--- src/rtl/iopad_dir_ctrl.sv ---
// iopad_dir_ctrl: direction/turnaround sequencer for one bidirectional pad.
// Grants one drive requester ownership of the pad, with guard cycles on both sides.
// A watchdog limits how long the pad is driven.
// The pad input is synchronised and deglitched, but only while the pad is receiving.
//
// Handshake: drv_req is a level request and drv_ack is the grant.
// drv_ack is high exactly while the pad is actively driven.
// A request that is withdrawn before the grant is dropped without ever driving the pad.
// After a watchdog timeout the request must fall and rise again before a new grant.
module iopad_dir_ctrl #(
  parameter int TURN_CYC = 2,
  parameter int FILT_LEN = 3,
  parameter int DRV_MAX  = 1024,
  parameter int CNT_W    = 16
) (
  input  logic clk,
  input  logic rst,
  input  logic drv_req,
  input  logic drv_data,
  input  logic pull_en,
  input  logic drv_to_clr,
  output logic drv_ack,
  output logic drv_to,
  output logic busy,
  output logic rx_level,
  output logic rx_rise,
  output logic rx_fall,
  output logic pad_i,
  output logic pad_oen,
  output logic pad_ren,
  input  logic pad_c
);

  typedef enum logic [1:0] {
    ST_IDLE     = 2'd0,
    ST_TURN_OUT = 2'd1,
    ST_DRIVE    = 2'd2,
    ST_TURN_IN  = 2'd3
  } state_t;

  localparam logic [CNT_W-1:0] CNT_ONE   = CNT_W'(1);
  localparam logic [CNT_W-1:0] TURN_LAST = CNT_W'(TURN_CYC - 1);
  localparam logic [CNT_W-1:0] DRV_LAST  = CNT_W'(DRV_MAX - 1);
  localparam logic [CNT_W-1:0] FILT_LAST = CNT_W'(FILT_LEN - 1);
  localparam logic             DRV_LIMIT = (DRV_MAX != 0);

  // Sequencer state and counters.
  state_t           state_q, state_d;
  logic [CNT_W-1:0] tcnt_q, tcnt_d;
  logic [CNT_W-1:0] dcnt_q, dcnt_d;
  logic             lockout_q, lockout_d;
  logic             drv_to_q, drv_to_d;
  logic             timeout_hit;

  // Registered pad controls and status.
  logic pad_i_q, pad_i_d;
  logic pad_oen_q, pad_oen_d;
  logic pad_ren_q, pad_ren_d;
  logic drv_ack_q, drv_ack_d;
  logic busy_q, busy_d;

  // Input synchroniser and deglitch filter.
  logic             sync1_q, sync1_d;
  logic             sync2_q, sync2_d;
  logic [CNT_W-1:0] fcnt_q, fcnt_d;
  logic             rx_level_q, rx_level_d;
  logic             rx_rise_q, rx_rise_d;
  logic             rx_fall_q, rx_fall_d;

  // Next-state logic: turnaround timing, drive watchdog, request lockout.
  always_comb begin
    state_d     = state_q;
    tcnt_d      = tcnt_q;
    dcnt_d      = dcnt_q;
    timeout_hit = 1'b0;
    case (state_q)
      ST_IDLE: begin
        if (drv_req && !lockout_q) begin
          state_d = ST_TURN_OUT;
          tcnt_d  = TURN_LAST;
        end
      end
      ST_TURN_OUT: begin
        if (!drv_req) begin
          // Request withdrawn before the grant: back off without driving.
          state_d = ST_IDLE;
          tcnt_d  = '0;
        end else if (tcnt_q == '0) begin
          state_d = ST_DRIVE;
          dcnt_d  = '0;
        end else begin
          tcnt_d = tcnt_q - CNT_ONE;
        end
      end
      ST_DRIVE: begin
        if (!drv_req) begin
          state_d = ST_TURN_IN;
          tcnt_d  = TURN_LAST;
        end else if (DRV_LIMIT && (dcnt_q == DRV_LAST)) begin
          // Last permitted drive cycle and the requester still holds on.
          state_d     = ST_TURN_IN;
          tcnt_d      = TURN_LAST;
          timeout_hit = 1'b1;
        end else begin
          dcnt_d = dcnt_q + CNT_ONE;
        end
      end
      ST_TURN_IN: begin
        if (tcnt_q == '0) begin
          state_d = ST_IDLE;
        end else begin
          tcnt_d = tcnt_q - CNT_ONE;
        end
      end
      default: begin
        state_d = ST_IDLE;
        tcnt_d  = '0;
      end
    endcase
  end

  // Lockout and the sticky timeout flag; a new timeout beats a clear pulse.
  always_comb begin
    lockout_d = drv_req ? (lockout_q | timeout_hit) : 1'b0;
    drv_to_d  = timeout_hit | (drv_to_q & ~drv_to_clr);
  end

  // Pad controls decoded from next state so they line up with the registered state.
  always_comb begin
    pad_oen_d = (state_d != ST_DRIVE);
    pad_ren_d = (state_d == ST_IDLE) ? ~pull_en : 1'b1;
    pad_i_d   = ((state_d == ST_TURN_OUT) || (state_d == ST_DRIVE)) ? drv_data : 1'b0;
    drv_ack_d = (state_d == ST_DRIVE);
    busy_d    = (state_d != ST_IDLE);
  end

  // Synchroniser plus a run-length filter; frozen whenever the pad is not receiving.
  always_comb begin
    sync1_d    = pad_c;
    sync2_d    = sync1_q;
    fcnt_d     = fcnt_q;
    rx_level_d = rx_level_q;
    rx_rise_d  = 1'b0;
    rx_fall_d  = 1'b0;
    if (state_q != ST_IDLE) begin
      fcnt_d = '0;
    end else if (sync2_q != rx_level_q) begin
      if (fcnt_q == FILT_LAST) begin
        rx_level_d = ~rx_level_q;
        rx_rise_d  = ~rx_level_q;
        rx_fall_d  = rx_level_q;
        fcnt_d     = '0;
      end else begin
        fcnt_d = fcnt_q + CNT_ONE;
      end
    end else begin
      fcnt_d = '0;
    end
  end

  // All state; the async reset releases the pad immediately.
  always_ff @(posedge clk or posedge rst) begin
    if (rst) begin
      state_q    <= ST_IDLE;
      tcnt_q     <= '0;
      dcnt_q     <= '0;
      lockout_q  <= 1'b0;
      drv_to_q   <= 1'b0;
      pad_i_q    <= 1'b0;
      pad_oen_q  <= 1'b1;
      pad_ren_q  <= 1'b1;
      drv_ack_q  <= 1'b0;
      busy_q     <= 1'b0;
      sync1_q    <= 1'b0;
      sync2_q    <= 1'b0;
      fcnt_q     <= '0;
      rx_level_q <= 1'b0;
      rx_rise_q  <= 1'b0;
      rx_fall_q  <= 1'b0;
    end else begin
      state_q    <= state_d;
      tcnt_q     <= tcnt_d;
      dcnt_q     <= dcnt_d;
      lockout_q  <= lockout_d;
      drv_to_q   <= drv_to_d;
      pad_i_q    <= pad_i_d;
      pad_oen_q  <= pad_oen_d;
      pad_ren_q  <= pad_ren_d;
      drv_ack_q  <= drv_ack_d;
      busy_q     <= busy_d;
      sync1_q    <= sync1_d;
      sync2_q    <= sync2_d;
      fcnt_q     <= fcnt_d;
      rx_level_q <= rx_level_d;
      rx_rise_q  <= rx_rise_d;
      rx_fall_q  <= rx_fall_d;
    end
  end

  assign drv_ack  = drv_ack_q;
  assign drv_to   = drv_to_q;
  assign busy     = busy_q;
  assign rx_level = rx_level_q;
  assign rx_rise  = rx_rise_q;
  assign rx_fall  = rx_fall_q;
  assign pad_i    = pad_i_q;
  assign pad_oen  = pad_oen_q;
  assign pad_ren  = pad_ren_q;

endmodule

--- config.mk ---
export PLATFORM = sky130hd
export DESIGN_NAME = iopad_dir_ctrl
export DESIGN_NICKNAME = d
export VERILOG_FILES = /design/src/rtl/iopad_dir_ctrl.sv
export SDC_FILE = /design/constraint.sdc
export NUM_CORES = 1
export LEC_CHECK = 0
export BUFFER_PORTS_ARGS = -buffer_cell sky130_fd_sc_hd__buf_2
export CORE_ASPECT_RATIO = 0.7
export CORE_MARGIN = 5
export CORE_UTILIZATION = 63
export CTS_BUF_LIST = sky130_fd_sc_hd__clkbuf_4 sky130_fd_sc_hd__clkbuf_8
export DETAILED_ROUTE_END_ITERATION = 16
export HOLD_SLACK_MARGIN = 0.05
export PLACE_DENSITY = 0.85
export REMOVE_ABC_BUFFERS = 1
export SLEW_MARGIN = 10
export SYNTH_ARGS = -nofsm -noshare
export SYNTH_HDL_FRONTEND = slang
export SYNTH_SLANG_ARGS = --single-unit
--- constraint.sdc ---
create_clock -name clk -period 3 [get_ports clk]
set_input_delay 0.15 -clock clk [delete_from_list [all_inputs] [get_ports clk]]
set_output_delay 0.15 -clock clk [all_outputs]
set_load 0.005 [all_outputs]
==> metrics.md <==
| Metric | Value |
|---|---|
| Status | finished clean |
| Fmax achieved | 407 MHz |
| Drt wl/cell | 15.3 um |
| Clock Sink Count | 62 |
| Endpoints failing setup | 0 |
| Ys flop type | dfrtp_1 |
| Mean post-synth cell area | 9.66 um^2 |
| Sequential area share after synthesis | 0.503 |
| Initial Util | 0.650 |
| Cells after DPL | 400 |
| Power Density | 787 nW/um^2 |
| All-layer global routing usage | 0.221 |
| Top cell by count, worst path | nand2_1 |
| Num rows | 21 |
| Port Buffers | 15 |
| Worst Clk Skew | between 10 and 15 ps |
| Die Span Y | just under 70 um |
| Area occupied by multi-input gates | ~1500 um^2 |
| Drt first-iter violations | about 140 |
| CP required | about 3200 ps |
| First-pass GRT wire length | around 11 mm |
| Hold path cells | 3 |
| Slew at the pin closest to its max-slew limit | about 640 ps |
| Final HPWL DP | 4.48 mm |
| TritonCTS Buffers | 9 |
| Core Util, Final | 0.736 |
| CTS Buffer Depth | 2 |
| H-Tree Depth | 3 |
| Post-synth cell types | 45 |
| Final wirelength | between 6 and 7 mm |
| Peak supply drop | ~0.50 mV |
| CP delay by family, top | simple AND/OR/NAND/NOR gates |
| Root Driver | clkbuf_8 |
| Routed Antenna Nets | 0 |
| Placeable core area | around 4800 um^2 |
| Fin. Hold Viols | 0 |
| Via count | between 2000 and 3000 |
| Largest net degree at the start of global routing | 40 |
| Reg clk slew, reported paths | around 80 ps |
| FF-to-FF Start | dcnt_q[9]$_DFFE_PP0P_ |
| Synth warn | 0 |
| Worst Path Class, Setup | reg -> reg |
| Crit path cell chain | nor4bb_1, nand4_1, nand2_1, o21a_1, nand2_1, ha_1, and2_1 |
| Max-cap violation count | 0 |
| Hold worst-path end | lockout_q$_DFF_PP0_ |
| Flip-flop and latch area | roughly 1600 um^2 |
| Layout overhead on the synthesized area | 13.2% |
| Worst reg2reg path depth | 7 |
| Worst setup SP type | register |
| Hold path startpoint | drv_req |
| Mapped Cells | 320 |
| Post-Synthesis Cell Area | 3090 um^2 |
| Vias in the first global route | 2327 |
| Slew HR | 0.571 |
| Leakage Power | roughly 1.6 nW |
| RSZ-0062 raised after global routing | no |
| Tcrit/Tclk final | 0.820 |
| Worst Path Max Fanout | 7 |
| Placer congestion estimate | ~0.89 |
| FF-to-FF End | pad_i$_DFF_PP0_ |
| Worst path max stage delay | a little over 600 ps |
| Crit path buf inv count | 0 |
| Grt ovf | 0 |
| Fill count | around 330 |
| Cts repair resizes | 0 |
| Slowest CP cell | nor4bb_1 |
| Clock latency on the worst-skew pair | 340 ps |
| Min-Delay Path Class | in -> reg |
| Drt drc | 0 |
| Synth Register Bits | 62 |
| Vias per cell | approximately 6 |
| Die Wd | approximately 94 um |
| N_diodes | 0 |
| Clock period minus worst slack | approximately 2500 ps |
| TNS Setup | 0 ps |
| Die footprint | ~6400 um^2 |
| Critical path capture point type | register |
| Non-filler instance count after layout | 421 |
| R2R setup slack | 540 ps |
| Pwr Total | about 2.8 mW |
| Max Slew Vio Count | 0 |
| Share of flip-flops with an asynchronous set or reset | 1.00 |
| Share of cells above drive strength 1 | 0.122 |
| First drt pass iteration count | 5 |
| Worst Path Arrival | 2700 ps |
| I/O pin total | 16 |
| Post-synth EDFFs | 0 |
| Initial antenna violation count | 0 |
| CTS tree | built |
| Post-layout nets | 360 |
## worst reg2reg max path, stage by stage (launching register included)
cell and delay (ps):
dfrtp_1 440, nor4bb_1 610, nand4_1 410, nand2_1 230, o21a_1 160, nand2_1 70
ha_1 300, and2_1 140
## layer usage
layer | track usage | up-vias | routed length, um | part of all wire
met3 | 0.0781 | 15 | 490 | 0.076
met2 | 0.325 | 102 | 2730 | 0.43
met1 | 0.307 | 1192 | 3100 | 0.48
met5 | 0 | - | 0 | 0
met4 | 0.0757 | 0 | 102 | 0.016
li1 | - | 1215 | - | -
## power breakdown
part	internal, mW	total [mW]	switching [mW]
Combinational	0.342	0.893	0.551
Sequential	0.980	1.14	0.163
Clock	0.384	0.717	0.333
## registers in the layout (all words and copies together) (netlist names), 2 cells and up
| register | flops |
|---|---|
| dcnt_q | 16 |
| fcnt_q | 16 |
| state_q | 2 |
| tcnt_q | 16 |
## cell families (layout without fill, tap and decap cells)
logic type	Yosys count	after routing	share of synthesized area
AND/OR/NAND/NOR	141	141	0.245
AO/OA/AOI/OAI	64	64	0.127
flip-flops	62	62	0.503
XOR/XNOR	26	26	0.0737
buffers and inverters	21	53	0.0275
adder cells (fa/ha/maj)	6	6	0.0243
## area by class of cell
cell class | instances | share of cell area
Sequential cell | 62 | 0.444
Multi-Input combinational cell | 237 | 0.415
Timing Repair Buffer | 26 | 0.0486
Clock buffer | 9 | 0.0354
Tap cell | 69 | 0.0247
Clock inverter | 7 | 0.0207
Inverter | 11 | 0.0118
## synthesized netlist by cell type, types with 3 or more instances
master | instances | area share
dfrtp_1 | 60 | 0.49
nand3b_1 | 4 | 0.0097
and3_1 | 7 | 0.014
and2_1 | 4 | 0.0081
nor4_1 | 7 | 0.014
and4_1 | 3 | 0.0085
o21ai_0 | 20 | 0.032
xnor2_1 | 4 | 0.011
nor2_1 | 43 | 0.052
nor3_1 | 7 | 0.011
nand4_1 | 15 | 0.030
or3_1 | 8 | 0.016
nand3_1 | 18 | 0.029
a21oi_1 | 17 | 0.028
a31oi_1 | 6 | 0.012
a22o_1 | 4 | 0.011
nand2_1 | 13 | 0.016
ha_1 | 6 | 0.024
xor2_1 | 22 | 0.062
nand2b_1 | 3 | 0.0061
inv_1 | 11 | 0.013
clkbuf_1 | 7 | 0.0085
## how the worst max path moves through the flow
stage,from,endpoint,depth (start not counted)
6_report,dcnt_q[9]$_DFFE_PP0P_,pad_i$_DFF_PP0_,7
2_1_floorplan,tcnt_q[6]$_DFFE_PP0P_,pad_i$_DFF_PP0_,6
3_3_place_gp,tcnt_q[6]$_DFFE_PP0P_,dcnt_q[1]$_DFFE_PP0P_,6
4_1_cts,tcnt_q[6]$_DFFE_PP0P_,dcnt_q[1]$_DFFE_PP0P_,6
3_5_place_dp,tcnt_q[6]$_DFFE_PP0P_,dcnt_q[1]$_DFFE_PP0P_,6
5_1_grt,dcnt_q[9]$_DFFE_PP0P_,tcnt_q[12]$_DFFE_PP0P_,6
## what timing repair did
action / CTS / global route
setup buffers: 0 / 0
hold buffers: 5 / 0
endpoints found under the hold margin: 27 / 0
## stage by stage
stage | worst slack [ps] | hold slack [ps] | area [um^2]
global route | 333 | 125 | 3500
CTS | 616 | 110 | 3500
detailed placement | 626 | 204 | 3250
floorplan | 369 | 181 | 3050
global placement | 669 | 203 | 3250
finish | 540 | 125 | 3500
## cells in the final DEF, fill, tap and decap left out, types with 5 or more instances in the layout
cell type	instances
nand2_1	13
o21ai_0	20
xor2_1	22
dfrtp_1	60
buf_2	15
inv_1	10
and3_1	7
nor3_1	7
a31oi_1	6
nand3_1	18
ha_1	6
or3_1	8
a21oi_1	17
nor4_1	7
clkbuf_8	9
nand4_1	15
buf_4	6
dlygate4sd3_1	5
nor2_1	43
No activity file was read; power rests on OpenSTA's default activity.
